$ cat config.mk
export PLATFORM = sky130hd
export DESIGN_NAME = vector_mem_sequencer
export DESIGN_NICKNAME = d
export VERILOG_FILES = /design/src/rtl/vector_pkg.sv /design/src/rtl/lane_counter.sv /design/src/rtl/vector_mem_sequencer.sv
export SDC_FILE = /design/constraint.sdc
export NUM_CORES = 1
export LEC_CHECK = 0
export BUFFER_PORTS_ARGS = -buffer_cell sky130_fd_sc_hd__buf_2
export CAP_MARGIN = 20
export CORE_MARGIN = 3
export CORE_UTILIZATION = 45
export CTS_CLUSTER_SIZE = 14
export DETAILED_ROUTE_END_ITERATION = 8
export PLACE_DENSITY = 0.75
export SLEW_MARGIN = 40
export SYNTH_ARGS = -nofsm -noshare
export SYNTH_HDL_FRONTEND = slang
export SYNTH_SLANG_ARGS = --single-unit
$ cat constraint.sdc
create_clock -name clk -period 2.1 [get_ports clk]
set_input_delay 0.21 -clock clk [delete_from_list [all_inputs] [get_ports clk]]
set_output_delay 0.21 -clock clk [all_outputs]
set_load 0.005 [all_outputs]
$ cat src/rtl/vector_pkg.sv
// Shared types and defaults for the vector memory sequencer.
// Latency: n/a (types only). Backpressure: n/a.
// Holds lane geometry defaults, the lane vector typedef and the FSM state encoding.
package vector_pkg;

    localparam int DEF_WIDTH        = 24;
    localparam int DEF_VECTOR_WIDTH = 8;
    localparam int DEF_ADDR_WIDTH   = 24;

    typedef logic [DEF_VECTOR_WIDTH-1:0][DEF_WIDTH-1:0] lane_vec_t;

    typedef enum logic [1:0] {
        ST_IDLE = 2'd0,
        ST_XFER = 2'd1,
        ST_DONE = 2'd2
    } seq_state_t;

endpackage

$ cat src/rtl/lane_counter.sv
// Lane index counter with synchronous clear/increment and a last-lane flag.
// Latency: index updates one cycle after clr/inc; last is combinational from the index.
// Backpressure: none; the owner only pulses inc when a lane is accepted.
module lane_counter #(
    parameter int VECTOR_WIDTH = 8,
    parameter int LANE_W       = (VECTOR_WIDTH > 1) ? $clog2(VECTOR_WIDTH) : 1
) (
    input  logic              clk,
    input  logic              rst_n,
    input  logic              clr,
    input  logic              inc,
    output logic [LANE_W-1:0] lane,
    output logic              last
);

    always_ff @(posedge clk) begin
        if (!rst_n) begin
            lane <= '0;
        end else if (clr) begin
            lane <= '0;
        end else if (inc) begin
            lane <= lane + 1'b1;
        end
    end

    assign last = (lane == LANE_W'(VECTOR_WIDTH - 1));

endmodule

$ cat src/rtl/vector_mem_sequencer.sv
// Serialises a vector load/store into one scalar memory request per lane.
// Latency: zero-wait memory gives requests t+1..t+VECTOR_WIDTH after start at t, done at t+VECTOR_WIDTH+1.
// Backpressure: each lane request is held stable until mem_ack; start is ignored while busy.
module vector_mem_sequencer
    import vector_pkg::*;
#(
    parameter int WIDTH        = DEF_WIDTH,
    parameter int VECTOR_WIDTH = DEF_VECTOR_WIDTH,
    parameter int ADDR_WIDTH   = DEF_ADDR_WIDTH
) (
    input  logic                                clk,
    input  logic                                rst_n,
    input  logic                                start,
    input  logic                                is_store,
    input  logic [ADDR_WIDTH-1:0]               base_addr,
    input  logic [VECTOR_WIDTH-1:0][WIDTH-1:0]  store_data,
    output logic                                mem_req,
    output logic                                mem_we,
    output logic [ADDR_WIDTH-1:0]               mem_addr,
    output logic [WIDTH-1:0]                    mem_wdata,
    input  logic [WIDTH-1:0]                    mem_rdata,
    input  logic                                mem_ack,
    output logic [VECTOR_WIDTH-1:0][WIDTH-1:0]  load_data,
    output logic                                busy,
    output logic                                done
);

    localparam int LANE_W = (VECTOR_WIDTH > 1) ? $clog2(VECTOR_WIDTH) : 1;

    seq_state_t                         state_q, state_d;
    logic                               is_store_q;
    logic [ADDR_WIDTH-1:0]              base_q;
    logic [VECTOR_WIDTH-1:0][WIDTH-1:0] store_q;
    logic [VECTOR_WIDTH-1:0][WIDTH-1:0] load_q;
    logic [LANE_W-1:0]                  lane;
    logic                               last_lane;
    logic                               capture;
    logic                               lane_ack;
    logic                               cnt_inc;

    lane_counter #(
        .VECTOR_WIDTH (VECTOR_WIDTH),
        .LANE_W       (LANE_W)
    ) u_lane_counter (
        .clk   (clk),
        .rst_n (rst_n),
        .clr   (capture),
        .inc   (cnt_inc),
        .lane  (lane),
        .last  (last_lane)
    );

    always_ff @(posedge clk) begin
        if (!rst_n) begin
            state_q    <= ST_IDLE;
            is_store_q <= 1'b0;
            base_q     <= '0;
            store_q    <= '0;
            load_q     <= '0;
        end else begin
            state_q <= state_d;
            if (capture) begin
                is_store_q <= is_store;
                base_q     <= base_addr;
                store_q    <= store_data;
            end
            if (lane_ack && !is_store_q) begin
                load_q[lane] <= mem_rdata;
            end
        end
    end

    always_comb begin
        state_d   = state_q;
        mem_req   = 1'b0;
        mem_we    = 1'b0;
        mem_addr  = '0;
        mem_wdata = '0;
        busy      = 1'b1;
        done      = 1'b0;
        capture   = 1'b0;
        lane_ack  = 1'b0;
        cnt_inc   = 1'b0;
        case (state_q)
            ST_IDLE: begin
                busy = 1'b0;
                if (start) begin
                    capture = 1'b1;
                    state_d = ST_XFER;
                end
            end
            ST_XFER: begin
                mem_req   = 1'b1;
                mem_we    = is_store_q;
                // address wraps modulo 2^ADDR_WIDTH by truncation
                mem_addr  = base_q + {{(ADDR_WIDTH-LANE_W){1'b0}}, lane};
                mem_wdata = store_q[lane];
                if (mem_ack) begin
                    lane_ack = 1'b1;
                    if (last_lane) begin
                        state_d = ST_DONE;
                    end else begin
                        cnt_inc = 1'b1;
                    end
                end
            end
            ST_DONE: begin
                done    = 1'b1;
                state_d = ST_IDLE;
            end
            default: begin
                state_d = ST_IDLE;
            end
        endcase
    end

    assign load_data = load_q;

endmodule

==> results by group <==
Setup path
  • Worst EP arrival: roughly 2.5 ns
  • Crit end category: primary output
  • Setup slack, reg-to-reg: roughly 0.07 ns
  • CP max stage delay: approximately 0.42 ns
  • CP Max Fanout: 7
  • Setup CP Type: reg -> out
  • Crit-path slowest cell: o21ai_0
  • Startpoint class of the critical path: register
  • Critical Path RT: around 1.9 ns
  • Critical Path, Cell by Cell: ha_4 > inv_2 > fa_2 > nor2b_4 > o2111ai_4 > o21ai_0 > a21oi_2 > buf_2

Routing
  • Mean routed wirelength per cell: between 20 and 25 um
  • Vias per Instance: 5.84
  • Residual DRC: 0
  • First-pass detailed-route iteration total: 7
  • Drt initial violations: between 1000 and 1500
  • ANT nets after route: 0
  • Final wirelength: between 60 and 70 mm
  • Via Count: ~17000

Timing
  • Slew @ Worst Pin: 0.706 ns
  • Hold Vio Cnt, Final: 0
  • # setup viols final: 46
  • Fmax achieved: roughly 370 MHz
  • Setup tns final: -18.50 ns
  • Crit path time final: 2.69 ns
  • Slew HR: a little over half
  • Final period util: 128%
  • Final worst setup slack: -0.585 ns
  • Clock Skew: 0.0216 ns
  • WHS: 0.0164 ns
  • Slew Limit Fails: 0
  • RSZ-0062 raised after global routing: true

GRT
  • Gr usage total: ~33%
  • First-pass GRT wire length: between 90 and 100 mm
  • Largest net degree at the start of global routing: 157
  • Number of global-route vias before repair: about 16000
  • GRT overflow: 0
  • Initial antenna violation count: 2

Logic synthesis
  • Ys flop type: dfxtp_1
  • Post-synth ARST share: 0%
  • Post-Syn Nets: roughly 1900
  • Post-synth EDFFs: 0
  • Synth Register Bits: roughly 410
  • Post-Syn Instances: 1641
  • Ys Warns: 0
  • Synthesized area per cell: ~9.4 um2
  • Cell area after synthesis: 15400 um2
  • Sequential fraction of the synthesis area: 53.8%
  • Distinct cells, synth: 52

Power and ir drop
  • Leakage Power: just under 10 nW
  • Power Dens Cells: ~780 nW/um2
  • Worst vdd ir: ~0.54 mV

Run status
  • Status: finished, violations left
  • Violated checks: negative setup slack

Clocking
  • Root Driver: clkbuf_16
  • CTS Buffer Depth: 3
  • Clock Latency Late Sink: about 0.54 ns
  • TritonCTS Buffers: between 40 and 50
  • TritonCTS clock tree: done
  • Clock transition at path regs: about 0.060 ns
  • H-Tree Depth: 2
  • CTS sink count: 414

Layout
  • Register area: ~8300 um2
  • # fillers: 2285
  • Most common cell after layout, fill and taps aside: buf_2
  • Share of layout cells above drive strength 1: between 30 and 40%
  • Finished Cell Area: approximately 23000 um2
  • Most frequent cells in the layout: buf_2 (488), dfxtp_1 (406), nand2_1 (403)
  • NumNets Final: about 2600
  • Area of the multi-input gates: between 6000 and 7000 um2
  • Layout area overhead: 50.5%

Place
  • Post-DP Area: ~18000 um2
  • RePlAce Congestion: 0.894
  • Worst slack, placed: -0.162 ns
  • DP HPWL: 35.3 mm
  • PortBufs: a little under 500

Run
  • Max Cap Viol: 0

Die
  • Die H: ~190 um
  • # rows: between 60 and 70
  • Die W: about 190 um
  • Core area: 33600 um2
  • IO Pins: approximately 490
  • Initial Utilization: 45.9%
  • Die area: 36500 um2

Worst hold path
  • Hold crit path type: in -> reg
==> repair_timing <==
item / CTS / global route
setup endpoints to repair: 46 / 48
cloned: 12 / 1
hold buffers: 229 / 0
pin swaps: 40 / 31
buffers inserted: 25 / 12
gates resized for setup: 94 / 44
endpoints found under the hold margin: 253 / 0
==> layout make-up <==
| type | count | area share (%) |
|---|---|---|
| inverter | 9 | 0.167 |
| sequential | 414 | 35.8 |
| clock buffer | 66 | 5.67 |
| timing repair buffer | 818 | 26.4 |
| multi-input combinational | 1055 | 29.0 |
| tap | 448 | 2.42 |
| antenna | 2 | 0.0216 |
| clock inverter | 13 | 0.561 |
==> per-layer routing <==
layer	track usage, %	up-vias	wire [um]
li1	-	7248	-
met1	39.1	7801	23600
met2	55.7	1199	31000
met3	6.69	254	6310
met4	17.1	0	3250
met5	0	-	0
==> through the flow <==
step	power, mW	cells	utilization, %
final	18.1	2825	69.0
after global routing	18.5	2825	69.0
after CTS	17.9	2810	68.0
after detailed placement	9.84	2467	54.1
after global placement	9.81	2467	54.1
after floorplan	9.23	1641	-
==> synthesized netlist by cell type (2+ instances only) <==
| master | number | share of area (%) |
|---|---|---|
| a22oi_1 | 96 | 4.7 |
| o2111ai_1 | 3 | 0.17 |
| o211ai_1 | 2 | 0.097 |
| a41oi_1 | 24 | 1.4 |
| nand4_1 | 4 | 0.16 |
| a21oi_1 | 205 | 6.7 |
| and3_1 | 3 | 0.12 |
| or3_1 | 6 | 0.24 |
| clkbuf_1 | 38 | 0.93 |
| and2_1 | 10 | 0.41 |
| nand3_1 | 2 | 0.065 |
| a22o_1 | 216 | 12 |
| buf_6 | 6 | 0.44 |
| nor3b_4 | 3 | 0.37 |
| buf_4 | 23 | 1.1 |
| and4_4 | 2 | 0.15 |
| nor3_1 | 2 | 0.065 |
| mux2i_1 | 3 | 0.19 |
| xnor2_1 | 5 | 0.28 |
| inv_1 | 8 | 0.19 |
| dfxtp_1 | 414 | 54 |
| nand2_1 | 404 | 9.8 |
| nor2_1 | 16 | 0.39 |
| xor2_1 | 6 | 0.34 |
| buf_1 | 4 | 0.097 |
| and3b_1 | 3 | 0.17 |
| o21ai_0 | 8 | 0.26 |
| buf_2 | 92 | 3.0 |
| or4_1 | 3 | 0.15 |
| nor2b_1 | 3 | 0.12 |
| ha_1 | 5 | 0.41 |
| nand2b_1 | 2 | 0.081 |
==> report_power, final <==
part | switching, mW | internal [mW] | leakage [nW]
combinational | 0.914 | 0.928 | 5.55
sequential | 0.283 | 8.18 | 3.37
clock | 3.16 | 4.58 | 0.719
total | 4.36 | 13.7 | 9.64
==> critical path, delay by kind of cell (launching register included) <==
family	cells	cell delay, ns
buffers and inverters	2	0.19
AO/OA/AOI/OAI	3	0.72
AND/OR/NAND/NOR	1	0.16
flip-flops	1	0.36
adder cells (fa/ha/maj)	2	0.51
==> registers in the layout, indices dropped and copies added (netlist names) <==
signal,flops
is_store_q,1
load_data,192
store_q,192
base_q,24
state_q,2
u_lane_counter.lane,3
==> cells by family after synthesis <==
| group | count (synthesis) | share of synthesized area, % |
|---|---|---|
| and+or+nand+nor | 471 | 12.9 |
| DFF | 414 | 53.8 |
| adders and majority gates | 6 | 0.536 |
| buffers and inverters | 173 | 5.88 |
| muxes | 3 | 0.195 |
| AOI/OAI and AO/OA | 563 | 26.1 |
| xor gates and xnor gates | 11 | 0.625 |
==> final timing paths <==
check | start | end | cells past startpoint
min reg2reg | load_data[170] | load_data[170] | 2
max | u_lane_counter.lane[0] | mem_addr[18] | 8
min | mem_rdata[9] | load_data[81] | 3
max reg2reg | u_lane_counter.lane[1] | u_lane_counter.lane[1] | 9
Note: power is estimated with default switching activity, not from simulation.
